<file path="src/rtl/adv7513_video_timing_if.sv">
`default_nettype none
// ============================================================================
// Module  : adv7513_video_timing_if
// Brief   : Fixed-latency x/y pixel request bus to an upstream frame source
// Revision: 1.0
// ============================================================================
interface adv7513_video_timing_if;
  logic        req_valid;
  logic [11:0] req_x;
  logic [11:0] req_y;
  logic [23:0] pix_data_in;

  modport master (output req_valid, req_x, req_y, input pix_data_in);
  modport slave  (input req_valid, req_x, req_y, output pix_data_in);
endinterface
`default_nettype wire

</file>
<file path="src/rtl/adv7513_video_timing.sv">
`default_nettype none
// ============================================================================
// Module  : adv7513_video_timing
// Brief   : HS/VS/DE/RGB timing generator for the ADV7513, gated by init done
// Revision: 1.0
// ============================================================================
module adv7513_video_timing #(
  parameter int H_ACTIVE    = 1280,
  parameter int H_FP        = 110,
  parameter int H_SYNC      = 40,
  parameter int H_BP        = 220,
  parameter int V_ACTIVE    = 720,
  parameter int V_FP        = 5,
  parameter int V_SYNC      = 5,
  parameter int V_BP        = 20,
  parameter int HS_POL      = 1,
  parameter int VS_POL      = 1,
  parameter int PIX_LATENCY = 2
) (
  input  wire logic              clk,
  input  wire logic              reset,
  input  wire logic              i_init_done,
  input  wire logic              i_pattern_en,
  adv7513_video_timing_if.master pix_if,
  output logic                   o_vid_hs,
  output logic                   o_vid_vs,
  output logic                   o_vid_de,
  output logic [23:0]            o_vid_data,
  output logic                   o_frame_start,
  output logic                   o_running
);

  localparam int          c_H_TOTAL  = H_ACTIVE + H_FP + H_SYNC + H_BP;
  localparam int          c_V_TOTAL  = V_ACTIVE + V_FP + V_SYNC + V_BP;
  localparam int          c_BAR_W    = (H_ACTIVE / 8 < 1) ? 1 : H_ACTIVE / 8;
  localparam logic [11:0] c_H_ACT    = 12'(H_ACTIVE);
  localparam logic [11:0] c_HS_BEG   = 12'(H_ACTIVE + H_FP);
  localparam logic [11:0] c_HS_END   = 12'(H_ACTIVE + H_FP + H_SYNC);
  localparam logic [11:0] c_H_LAST   = 12'(c_H_TOTAL - 1);
  localparam logic [11:0] c_V_ACT    = 12'(V_ACTIVE);
  localparam logic [11:0] c_VS_BEG   = 12'(V_ACTIVE + V_FP);
  localparam logic [11:0] c_VS_END   = 12'(V_ACTIVE + V_FP + V_SYNC);
  localparam logic [11:0] c_V_LAST   = 12'(c_V_TOTAL - 1);
  localparam logic [11:0] c_BAR_LAST = 12'(c_BAR_W - 1);
  localparam logic        c_HS_ON    = 1'(HS_POL);
  localparam logic        c_VS_ON    = 1'(VS_POL);
  localparam int          c_PW       = 29;

  localparam logic [1:0] c_S_IDLE = 2'd0;
  localparam logic [1:0] c_S_RUN  = 2'd1;
  localparam logic [1:0] c_S_STOP = 2'd2;

  logic [1:0]  r_state;
  logic [1:0]  w_state_nxt;
  logic        w_active;
  logic [11:0] r_h_cnt;
  logic [11:0] r_v_cnt;
  logic [11:0] r_bar_pix;
  logic [3:0]  r_bar_idx;
  logic        r_pattern;
  logic        w_h_wrap;
  logic        w_frame_end;
  logic        w_origin;
  logic        w_req;
  logic        w_hs;
  logic        w_vs;
  logic        w_pat_sel;
  logic [23:0] w_bar_col;
  logic        r_req_valid;
  logic [11:0] r_req_x;
  logic [11:0] r_req_y;
  logic [c_PW-1:0] r_pipe [PIX_LATENCY];
  logic        w_t_hs;
  logic        w_t_vs;
  logic        w_t_de;
  logic        w_t_first;
  logic        w_t_pat;
  logic [23:0] w_t_col;
  logic        r_vid_hs;
  logic        r_vid_vs;
  logic        r_vid_de;
  logic [23:0] r_vid_data;
  logic        r_frame_start;

  assign w_h_wrap    = (r_h_cnt == c_H_LAST);
  assign w_frame_end = w_h_wrap && (r_v_cnt == c_V_LAST);
  assign w_origin    = (r_h_cnt == 12'd0) && (r_v_cnt == 12'd0);

  always_ff @(posedge clk or posedge reset) begin
    if (reset) r_state <= c_S_IDLE;
    else       r_state <= w_state_nxt;
  end

  // STOP prefers resuming RUN over retiring, so a late init_done never drops a frame
  always_comb begin
    w_state_nxt = r_state;
    case (r_state)
      c_S_IDLE: if (i_init_done) w_state_nxt = c_S_RUN;
      c_S_RUN:  if (!i_init_done) w_state_nxt = c_S_STOP;
      c_S_STOP: begin
        if (i_init_done)      w_state_nxt = c_S_RUN;
        else if (w_frame_end) w_state_nxt = c_S_IDLE;
      end
      default:  w_state_nxt = c_S_IDLE;
    endcase
  end

  always_comb begin
    w_active = (r_state == c_S_RUN) || (r_state == c_S_STOP);
  end

  always_ff @(posedge clk or posedge reset) begin
    if (reset) begin
      r_h_cnt   <= '0;
      r_v_cnt   <= '0;
      r_bar_pix <= '0;
      r_bar_idx <= '0;
    end else if (!w_active) begin
      r_h_cnt   <= '0;
      r_v_cnt   <= '0;
      r_bar_pix <= '0;
      r_bar_idx <= '0;
    end else if (w_h_wrap) begin
      r_h_cnt   <= '0;
      r_v_cnt   <= (r_v_cnt == c_V_LAST) ? 12'd0 : r_v_cnt + 12'd1;
      r_bar_pix <= '0;
      r_bar_idx <= '0;
    end else begin
      r_h_cnt <= r_h_cnt + 12'd1;
      if (r_bar_pix == c_BAR_LAST) begin
        r_bar_pix <= '0;
        if (r_bar_idx != 4'd8) r_bar_idx <= r_bar_idx + 4'd1;
      end else begin
        r_bar_pix <= r_bar_pix + 12'd1;
      end
    end
  end

  assign w_req     = w_active && (r_h_cnt < c_H_ACT) && (r_v_cnt < c_V_ACT);
  assign w_hs      = w_active && (r_h_cnt >= c_HS_BEG) && (r_h_cnt < c_HS_END);
  assign w_vs      = w_active && (r_v_cnt >= c_VS_BEG) && (r_v_cnt < c_VS_END);
  assign w_pat_sel = w_origin ? i_pattern_en : r_pattern;

  always_comb begin
    w_bar_col = 24'h000000;
    case (r_bar_idx)
      4'd0: w_bar_col = 24'hFFFFFF;
      4'd1: w_bar_col = 24'hFFFF00;
      4'd2: w_bar_col = 24'h00FFFF;
      4'd3: w_bar_col = 24'h00FF00;
      4'd4: w_bar_col = 24'hFF00FF;
      4'd5: w_bar_col = 24'hFF0000;
      4'd6: w_bar_col = 24'h0000FF;
      default: w_bar_col = 24'h000000;
    endcase
  end

  always_ff @(posedge clk or posedge reset) begin
    if (reset) begin
      r_pattern   <= 1'b0;
      r_req_valid <= 1'b0;
      r_req_x     <= '0;
      r_req_y     <= '0;
      r_pipe[0]   <= '0;
    end else begin
      r_pattern   <= w_pat_sel;
      r_req_valid <= w_req;
      r_req_x     <= w_req ? r_h_cnt : 12'd0;
      r_req_y     <= w_req ? r_v_cnt : 12'd0;
      r_pipe[0]   <= {w_hs, w_vs, w_req, w_req && w_origin, w_pat_sel, w_bar_col};
    end
  end

  // Stage 0 is the request stage; the output register supplies the final clock of latency
  for (genvar gi = 1; gi < PIX_LATENCY; gi++) begin : g_dly
    always_ff @(posedge clk or posedge reset) begin
      if (reset) r_pipe[gi] <= '0;
      else       r_pipe[gi] <= r_pipe[gi-1];
    end
  end

  assign {w_t_hs, w_t_vs, w_t_de, w_t_first, w_t_pat, w_t_col} = r_pipe[PIX_LATENCY-1];

  always_ff @(posedge clk or posedge reset) begin
    if (reset) begin
      r_vid_hs      <= ~c_HS_ON;
      r_vid_vs      <= ~c_VS_ON;
      r_vid_de      <= 1'b0;
      r_vid_data    <= '0;
      r_frame_start <= 1'b0;
    end else begin
      r_vid_hs      <= w_t_hs ? c_HS_ON : ~c_HS_ON;
      r_vid_vs      <= w_t_vs ? c_VS_ON : ~c_VS_ON;
      r_vid_de      <= w_t_de;
      r_vid_data    <= !w_t_de ? 24'h000000 : (w_t_pat ? w_t_col : pix_if.pix_data_in);
      r_frame_start <= w_t_first;
    end
  end

  assign pix_if.req_valid = r_req_valid;
  assign pix_if.req_x     = r_req_x;
  assign pix_if.req_y     = r_req_y;
  assign o_vid_hs         = r_vid_hs;
  assign o_vid_vs         = r_vid_vs;
  assign o_vid_de         = r_vid_de;
  assign o_vid_data       = r_vid_data;
  assign o_frame_start    = r_frame_start;
  assign o_running        = w_active;

endmodule
`default_nettype wire

</file>
<file path="src/flat_wrapper.sv">
// flat-port wrapper written by rule: the top's interface ports become plain ports
module adv7513_video_timing_flat 
#(
  parameter int H_ACTIVE    = 1280,
  parameter int H_FP        = 110,
  parameter int H_SYNC      = 40,
  parameter int H_BP        = 220,
  parameter int V_ACTIVE    = 720,
  parameter int V_FP        = 5,
  parameter int V_SYNC      = 5,
  parameter int V_BP        = 20,
  parameter int HS_POL      = 1,
  parameter int VS_POL      = 1,
  parameter int PIX_LATENCY = 2
)
  (clk, reset, i_init_done, i_pattern_en, o_vid_hs, o_vid_vs, o_vid_de, o_vid_data, o_frame_start, o_running, pix_if_req_valid, pix_if_req_x, pix_if_req_y, pix_if_pix_data_in);
  adv7513_video_timing_if pix_if_i ();
  input  wire logic clk;
  input  wire logic reset;
  input  wire logic i_init_done;
  input  wire logic i_pattern_en;
  output logic o_vid_hs;
  output logic o_vid_vs;
  output logic o_vid_de;
  output logic [23:0] o_vid_data;
  output logic o_frame_start;
  output logic o_running;
  output wire logic [$bits(pix_if_i.req_valid)-1:0] pix_if_req_valid;
  output wire logic [$bits(pix_if_i.req_x)-1:0] pix_if_req_x;
  output wire logic [$bits(pix_if_i.req_y)-1:0] pix_if_req_y;
  input wire logic [$bits(pix_if_i.pix_data_in)-1:0] pix_if_pix_data_in;
  assign pix_if_req_valid = pix_if_i.req_valid;
  assign pix_if_req_x = pix_if_i.req_x;
  assign pix_if_req_y = pix_if_i.req_y;
  assign pix_if_i.pix_data_in = pix_if_pix_data_in;
  adv7513_video_timing #(.H_ACTIVE(H_ACTIVE), .H_FP(H_FP), .H_SYNC(H_SYNC), .H_BP(H_BP), .V_ACTIVE(V_ACTIVE), .V_FP(V_FP), .V_SYNC(V_SYNC), .V_BP(V_BP), .HS_POL(HS_POL), .VS_POL(VS_POL), .PIX_LATENCY(PIX_LATENCY)) u_core (.clk(clk), .reset(reset), .i_init_done(i_init_done), .i_pattern_en(i_pattern_en), .pix_if(pix_if_i), .o_vid_hs(o_vid_hs), .o_vid_vs(o_vid_vs), .o_vid_de(o_vid_de), .o_vid_data(o_vid_data), .o_frame_start(o_frame_start), .o_running(o_running));
endmodule
</file>
<file path="config.mk">
export PLATFORM = sky130hd
export DESIGN_NAME = adv7513_video_timing_flat
export DESIGN_NICKNAME = d
export VERILOG_FILES = /design/src/rtl/adv7513_video_timing_if.sv /design/src/rtl/adv7513_video_timing.sv /design/src/flat_wrapper.sv
export SDC_FILE = /design/constraint.sdc
export NUM_CORES = 1
export LEC_CHECK = 0
export BUFFER_PORTS_ARGS = -buffer_cell sky130_fd_sc_hd__buf_4
export CAP_MARGIN = 20
export CORE_UTILIZATION = 56
export DETAILED_ROUTE_END_ITERATION = 8
export PLACE_DENSITY = 0.82
export SYNTH_ARGS = -nofsm -noshare
export SYNTH_HDL_FRONTEND = slang
export SYNTH_SLANG_ARGS = --single-unit
</file>
<file path="constraint.sdc">
create_clock -name clk -period 4.9 [get_ports clk]
set_input_delay 0.735 -clock clk [delete_from_list [all_inputs] [get_ports clk]]
set_output_delay 0.735 -clock clk [all_outputs]
set_load 0.005 [all_outputs]
</file>
==> results of run 1 <==
-- cell usage after synthesis (10+ instances only) --
cell type  instances  area (um^2)
inv_1             19         71.3
nand2_1           20         75.1
and2_1            23          144
a21boi_0          24          180
nand3_1           19         95.1
clkbuf_1          17         63.8
o21ai_0           11         55.1
xnor2_1           14          123
nor2_1            32          120
nor4_1            13         81.3
nand4_1           10         62.6
a21oi_1           11         55.1
ha_1              17          213
dfrtp_1          110         2750
nand2b_1          27          169
-- final cells by class --
| type | instances | area share |
|---|---|---|
| inverters | 19 | 0.0130 |
| clock buffers | 9 | 0.0218 |
| flip-flops and latches | 110 | 0.485 |
| repair buffers | 84 | 0.111 |
| multi-input cells | 291 | 0.335 |
| clock inverters | 6 | 0.00993 |
| well taps | 105 | 0.0232 |
-- kinds of logic after synthesis --
| group | count (synthesis) |
|---|---|
| XOR/XNOR | 20 |
| adder cells (fa/ha/maj) | 17 |
| AO/OA/AOI/OAI | 74 |
| buffers and inverters | 38 |
| flip-flops | 110 |
| other | 1 |
| AND/OR/NAND/NOR | 174 |
| multiplexers | 3 |
-- routing by layer --
| metal | GRT usage | routed length [um] | vias to the layer above |
|---|---|---|---|
| met5 | 0 | 0 | - |
| met4 | 0.0720 | 112 | 0 |
| met3 | 0.0572 | 610 | 10 |
| met2 | 0.362 | 4510 | 121 |
| met1 | 0.307 | 4330 | 1705 |
| li1 | - | - | 1658 |
-- per-stage QoR --
stage	setup slack [ns]	power, uW	instances	util
after detailed placement	2.51	1950	609	0.665
final	2.45	2430	624	0.687
after global placement	2.55	1910	609	0.665
after floorplan	1.26	1610	439	-
after CTS	2.49	2450	624	0.687
after global routing	2.41	2590	624	0.687
-- registers in the layout (all words and copies together) (netlist names) --
register,count
u_core.r_pipe,16
u_core.o_vid_vs,1
u_core.o_vid_de,1
u_core.o_frame_start,1
u_core.r_state,2
u_core.r_bar_pix,12
u_core.o_vid_hs,1
u_core.o_vid_data,24
u_core.pix_if.req_y,12
u_core.pix_if.req_x,12
u_core.r_bar_idx,4
u_core.r_v_cnt,12
u_core.r_h_cnt,12
-- report_power, final --
| part | total, uW | internal [uW] | switching [uW] |
|---|---|---|---|
| clock | 502 | 193 | 309 |
| sequential | 1170 | 1050 | 115 |
| combinational | 756 | 358 | 397 |
| total | 2430 | 1600 | 822 |
-- critical path, cell delays in order (launching register included) --
cell and delay, ns:
dfrtp_1 0.47, or4_4 0.60, or4_1 0.69, or4_1 0.55
o21ai_1 0.08
-- worst max-delay path by stage --
stage                            startpoint                    to  slack, ns  depth (start not counted)
after global placement    u_core.r_h_cnt[7]     u_core.r_v_cnt[9]       2.55                          4
after CTS                 u_core.r_h_cnt[7]     u_core.r_v_cnt[9]       2.49                          4
after floorplan                       reset  u_core.o_frame_start       1.26                          1
after global routing      u_core.r_h_cnt[7]    u_core.r_v_cnt[11]       2.41                          4
after detailed placement  u_core.r_h_cnt[7]     u_core.r_v_cnt[9]       2.51                          4
final                     u_core.r_h_cnt[7]     u_core.r_v_cnt[9]       2.45                          4
==> qor.csv, run 1 <==
metric,value,unit
I/O pins,82,
RSZ-0062 raised after global routing,false,
RePlAce Congestion,0.851,
R2R Setup Slk,2.45,ns
Worst setup EP type,flop,
slew margin rel.,0.465,
Achievable Freq,409,MHz
"most common cell after layout, fill and taps aside",dfrtp_1,
root buf cell,clkbuf_8,
Post-CTS Setup Bufs,0,
gr ovfl total,0,
mux share of post-synthesis cell area,0.00652,
Critical Path Fanout Max,9,
Synth cell types,50,
Post-Syn Area,0.00480,mm^2
Filler cells,612,
CTS tree,yes,
Worst Hold Depth,0,
clk_lat worst skew,0.37,ns
"buffers from clock root to sink, at most",2,
die width,94.6,um
Yosys reg bits,110,
Die Y,94.6,um
MaxCap Viol Count,0,
initial antenna violation count,0,
CTS HTree Levels,3,
CP Launch Type,flop,
CP required,5.20,ns
total number of yosys warnings,0,
Power Dens Cells,428,mW/mm^2
Slew @ Worst Pin,0.803,ns
Worst Path Arrival,2.75,ns
final wirelength,9550,um
setup tns final,0,ns
vias in the first global route,3368,
Post-DP Area,0.00549,mm^2
core area,0.00826,mm^2
Syn Area/Cell,11.0,um^2
first-pass GRT wire length,15600,um
antenna diode count,0,
fin. max-slew vios,0,
CTS Hold Buffers Added,0,
"CTS clk-pin slew, worst paths",0.11,ns
clock sinks,110,
Hold Path End,u_core.r_pipe[7],
combinational family with the most area after synthesis,simple AND/OR/NAND/NOR gates,
hpwl dp,6790,um
reg2reg end,u_core.r_v_cnt[9],
# setup viols final,0,
post-route cell area,0.00567,mm^2
area of the multi-input gates,0.00190,mm^2
largest net degree at the start of global routing,68,
Layout area overhead,18.2,%
vias per cell,5.60,
simple-gate share of the synthesized area,0.199,
min-delay worst type,reg -> reg,
vias,3494,
quantity of gates resized following cts,0,
R2R Path Start,u_core.r_h_cnt[7],
die area,0.00894,mm^2
area occupied by registers,0.00275,mm^2
Synth Area in XOR/XNOR,0.0365,
number of enable flip-flop cells after synthesis,0,
Clock Skew,0.0129,ns
"Period Utilization, post-route",0.499,
run status,"complete, no violations",
Nets,560,
Worst R2R Path Depth,4,
Post-Synth Adder-Cell Area,0.0443,
Tmin final,2.45,ns
Port Buf Inserts,81,
share of cells above drive strength 1,0.204,
Avg WL per Cell,15.3,um
Initial Utilization,0.581,
Inserted Clock Buffers,9,
Final Hold Fails,0,
sequential share of the synthesized area,0.574,
Post-synth top flop,dfrtp_1,
Final ANT Viol Nets,0,
Synth Instances,437,
static leakage,0.00262,uW
Peak VDD IR,320,uV
most frequent cells in the layout,"dfrtp_1 (110), buf_4 (84), nor2_1 (32)",
worst hold slack,0.356,ns
critical path class,reg -> reg,
Post-synth ARST share,1.00,
Hold Crit Start,u_core.r_pipe[36],
GRT Util Overall,0.227,
Synth Area in Compound Gates,0.107,
1st-iter DRT viols,208,
drt drc,0,
First-pass DRT Iterations,5,
Core Rows,33,
Power figures use the tool's default switching activity.
==> inputs of run 2 (changes only) <==
--- a/config.mk
+++ b/config.mk
@@ -7,9 +7,9 @@
 export LEC_CHECK = 0
 export BUFFER_PORTS_ARGS = -buffer_cell sky130_fd_sc_hd__buf_4
 export CAP_MARGIN = 20
-export CORE_UTILIZATION = 56
+export CORE_UTILIZATION = 50
 export DETAILED_ROUTE_END_ITERATION = 8
-export PLACE_DENSITY = 0.82
+export PLACE_DENSITY = 0.77
 export SYNTH_ARGS = -nofsm -noshare
 export SYNTH_HDL_FRONTEND = slang
 export SYNTH_SLANG_ARGS = --single-unit
==> constraint.sdc (replaced) <==
create_clock -name clk -period 2.03 [get_ports clk]
set_input_delay 0.3045 -clock clk [delete_from_list [all_inputs] [get_ports clk]]
set_output_delay 0.3045 -clock clk [all_outputs]
set_load 0.005 [all_outputs]
==> run 2 against run 1 <==
Sequential cell count unchanged. Die area is 12% higher. Critical path depth stayed put. Utilization down 2.8 points. Clock power rose to 2.6 times the previous value. Clock skew rose by 0.0015 ns. First-iteration DRC count rose by 40%. Maximum frequency increased by 21%. Sequential power up 140%. Critical endpoint is now u_core.r_pipe[53].
==> qor.csv, run 2 (synthesized netlist as in run 1, its figures left out) <==
metric,value,unit
run status,"complete, no violations",
"most common cell after layout, fill and taps aside",buf_4,
root buf cell,clkbuf_8,
First-pass DRT Iterations,5,
Port Buf Inserts,81,
Slew @ Worst Pin,0.607,ns
Avg WL per Cell,14.9,um
area of the multi-input gates,0.00197,mm^2
core area,0.00928,mm^2
Worst Path Arrival,2.29,ns
Die Y,100,um
hpwl dp,7330,um
Critical Path Fanout Max,3,
clk_lat worst skew,0.37,ns
largest net degree at the start of global routing,52,
die width,100,um
gr ovfl total,0,
clock sinks,110,
Filler cells,739,
most frequent cells in the layout,"buf_4 (117), dfrtp_1 (110), nor2_1 (32)",
"CTS clk-pin slew, worst paths",0.11,ns
worst hold slack,0.170,ns
max FFs per register,24,
antenna diode count,0,
initial antenna violation count,0,
Power Dens Cells,1030,mW/mm^2
GRT Util Overall,0.215,
1st-iter DRT viols,291,
post-route cell area,0.00612,mm^2
total power,6300,uW
area occupied by registers,0.00275,mm^2
Core Rows,35,
fin. max-slew vios,0,
Worst Slack Setup Final,0.00565,ns
CP required,2.30,ns
post-layout util,0.659,
Initial Utilization,0.517,
"buffers from clock root to sink, at most",2,
share of cells above drive strength 1,0.275,
Peak VDD IR,479,uV
RSZ-0062 raised after global routing,true,
static leakage,0.00285,uW
# setup viols final,0,
Final ANT Viol Nets,0,
Achievable Freq,494,MHz
Nets,599,
die area,0.00999,mm^2
slew margin rel.,0.595,
RePlAce Congestion,0.865,
vias,3637,
Final Hold Fails,0,
CTS tree,yes,
"Period Utilization, post-route",0.997,
worst slack at placement,-0.123,ns
MaxCap Viol Count,0,
Layout area overhead,27.5,%
Worst setup EP type,flop,
Clock Skew,0.0144,ns
CTS HTree Levels,3,
Inserted Clock Buffers,9,
first-pass GRT wire length,16800,um
final wirelength,10300,um
vias per cell,5.29,
min-delay worst type,in -> reg,
Tmin final,2.02,ns
Post-DP Area,0.00580,mm^2
vias in the first global route,3546,
drt drc,0,
critical path class,reg -> reg,
I/O pins,82,
CP Launch Type,flop,
run 2: cell type report:
type	count	area share
flip-flops and latches	110	0.450
well taps	129	0.0264
clock buffers	10	0.0225
multi-input cells	291	0.322
inverters	19	0.0123
clock inverters	6	0.00941
repair buffers	123	0.158
run 2: path summary, 6_finish.rpt:
path	startpoint	end	slack [ns]	depth (start not counted)
setup / recovery	u_core.r_h_cnt[7]	u_core.r_pipe[53]	0.006	4
hold / removal	i_pattern_en	u_core.r_pipe[53]	0.17	2
setup reg to reg	u_core.r_h_cnt[7]	u_core.r_pipe[53]	0.006	4
hold reg to reg	u_core.r_pipe[56]	u_core.r_pipe[27]	0.36	0
max in group asynchronous	reset	u_core.pix_if.req_x[6]	0.90	4
min in group asynchronous	reset	u_core.pix_if.req_y[10]	0.52	3
run 2: critical path, stage by stage, from the launching register on:
cell and delay [ns]:
dfrtp_1 0.40, or4_4 0.55, buf_4 0.17, or4_4 0.52, mux2_2 0.28
run 2: power by group:
part	switching, uW	internal (uW)	total [uW]
sequential	238	2540	2780
combinational	1090	1130	2230
clock	786	514	1300
total	2120	4190	6300
run 2: what timing repair did:
action                                 4_1_cts  5_1_grt
endpoints found under the hold margin       21        0
pin swaps                                    4        2
resized for setup                            2       11
setup buffers                                2        3
setup endpoints to repair                   12       60
cloned                                       0        1
hold buffers                                 1        0
run 2: metrics by stage:
stage          std cells  setup TNS [ns]
5_1_grt              688          -0.297
3_5_place_dp         665          -0.671
2_1_floorplan        439          -0.667
3_3_place_gp         665         -0.0616
4_1_cts              684               0
6_report             688               0
run 2: layer usage:
| metal | global-route usage | share of wire | up-vias |
|---|---|---|---|
| li1 | - | - | 1747 |
| met1 | 0.287 | 0.45 | 1745 |
| met2 | 0.356 | 0.49 | 132 |
| met3 | 0.0383 | 0.055 | 13 |
| met4 | 0.0724 | 0.012 | 0 |
| met5 | 0 | 0 | - |
==> inputs of run 3 (changes only) <==
--- a/config.mk
+++ b/config.mk
@@ -9,7 +9,9 @@
 export CAP_MARGIN = 20
 export CORE_UTILIZATION = 50
 export DETAILED_ROUTE_END_ITERATION = 8
+export MAX_ROUTING_LAYER = met4
 export PLACE_DENSITY = 0.77
+export SLEW_MARGIN = 25
 export SYNTH_ARGS = -nofsm -noshare
 export SYNTH_HDL_FRONTEND = slang
 export SYNTH_SLANG_ARGS = --single-unit
==> run 3 against run 2 <==
Utilization up 0.13 points. Via count up 0.58%. Sequential share of layout area down 0.092 points. Sequential cell count unchanged. Non-clock buffer count up 1. Worst hold slack worse by 0.0058 ns. Cell count up 0.15%. Critical endpoint is now u_core.r_bar_pix[2]. Power up 0.63%. Combinational power about the same. Register-to-register slack about the same.
==> qor.csv, run 3 (synthesized netlist as in run 1, its figures left out) <==
metric,value,unit
run status,"complete, no violations",
hpwl dp,7330,um
vias,3658,
antenna diode count,0,
CTS tree,yes,
final wirelength,10400,um
vias in the first global route,3547,
die width,100,um
"Period Utilization, post-route",0.998,
Worst R2R Path Depth,5,
CP required,2.30,ns
RSZ-0062 raised after global routing,true,
Power Dens Cells,1030,mW/mm^2
CTS HTree Levels,3,
Achievable Freq,494,MHz
clock sinks,110,
Worst Hold Depth,2,
Slew @ Worst Pin,0.619,ns
sequential power share,0.438,
critical path class,reg -> reg,
Nets,600,
worst slack at placement,-0.123,ns
first-pass GRT wire length,16900,um
Final Hold Fails,0,
Inserted Clock Buffers,9,
Core Rows,35,
Filler cells,737,
Sw Share,0.337,
Worst Slack Setup Final,0.00388,ns
power share of the clock group,0.205,
Worst Path Arrival,2.30,ns
Hold Crit Start,i_pattern_en,
share of cells above drive strength 1,0.279,
Avg WL per Cell,15.1,um
Worst Setup SP,u_core.r_h_cnt[7],
die area,0.00999,mm^2
fin. max-slew vios,0,
"buffers from clock root to sink, at most",2,
core area,0.00928,mm^2
Port Buf Inserts,81,
Layout area overhead,27.7,%
Final ANT Viol Nets,0,
Tmin final,2.03,ns
# setup viols final,0,
Die Y,100,um
setup tns final,0,ns
Critical Path Fanout Max,5,
root buf cell,clkbuf_8,
CP Launch Type,flop,
gr ovfl total,0,
clk_lat worst skew,0.38,ns
net switching power,2140,uW
GRT Util Overall,0.222,
"CTS clk-pin slew, worst paths",0.11,ns
max FFs per register,24,
RePlAce Congestion,0.879,
largest net degree at the start of global routing,52,
slew margin rel.,0.587,
Clock Skew,0.0123,ns
initial antenna violation count,0,
internal power,4210,uW
R2R Path Start,u_core.r_h_cnt[7],
R2R Setup Slk,0.004,ns
MaxCap Viol Count,0,
I/O pins,82,
drt drc,0,
most frequent cells in the layout,"buf_4 (116), dfrtp_1 (110), nor2_1 (32)",
Worst setup EP type,flop,
min-delay worst type,in -> reg,
static leakage,0.00286,uW
First-pass DRT Iterations,6,
Comb power frac,0.357,
Initial Utilization,0.517,
"most common cell after layout, fill and taps aside",buf_4,
1st-iter DRT viols,309,
Peak VDD IR,496,uV
vias per cell,5.31,
==> run 3: cell types whose count changed in the layout (fill, tap and decap cells not counted), sizes merged <==
| cell | change |
|---|---|
| clkbuf | +1 |
==> run 3: worst paths after layout <==
check | to
hold / removal | u_core.r_pipe[53]
setup reg to reg | u_core.r_bar_pix[2]
hold reg to reg | u_core.r_pipe[27]
max in group asynchronous | u_core.pix_if.req_x[2]
setup / recovery | u_core.r_bar_pix[2]
min in group asynchronous | u_core.pix_if.req_y[10]
==> run 3: metrics by stage <==
step	std cells	cell area [um^2]	hold slack (ns)	util	total power, uW
finish	689	6130	0.164	0.660	6340
global route	689	6130	0.159	0.660	6760
global placement	665	5800	0.332	0.625	4850
detailed placement	665	5800	0.335	0.625	4960
CTS	684	6030	0.161	0.650	6260
floorplan	439	4820	0.331	-	3890
==> run 3: power by group through the flow <==
stage	clock (uW)	combinational (uW)	sequential, uW
after global placement	0	2050	2810
after detailed placement	0	2130	2830
after global routing	1430	2500	2820
after CTS	1330	2150	2780
final	1300	2260	2780
after floorplan	0	1120	2770
==> run 3: worst max-delay path: stages, from the launching register on <==
cell and delay, ns:
dfrtp_1 0.41, or4_4 0.56, o41a_1 0.53, o31ai_1 0.15, buf_2 0.23, nor2_1 0.05
==> run 3: what timing repair did <==
item                                   in CTS  in global routing
hold buffers                                1                  0
gates resized for setup                     2                 15
cloned                                      0                  2
pin swaps                                   4                  2
endpoints found under the hold margin      21                  0
setup endpoints to repair                  12                 60
buffers inserted                            2                  3
==> run 3: area by class of cell <==
cell class / instances / area (um^2) / area share
Clock inverter: 6 / 57.6 / 0.00939
Clock buffer: 10 / 138 / 0.0225
Tap cell: 129 / 161 / 0.0263
Multi-Input combinational cell: 291 / 1970 / 0.321
Sequential cell: 110 / 2750 / 0.449
Timing Repair Buffer: 124 / 976 / 0.159
Inverter: 19 / 75.1 / 0.0122
==> run 3: metal layers <==
metal,vias to the layer above,track usage,share of wire
met5,-,-,0
met4,0,0.0724,0.015
met3,15,0.0404,0.056
met2,141,0.356,0.49
met1,1748,0.288,0.44
li1,1754,-,-
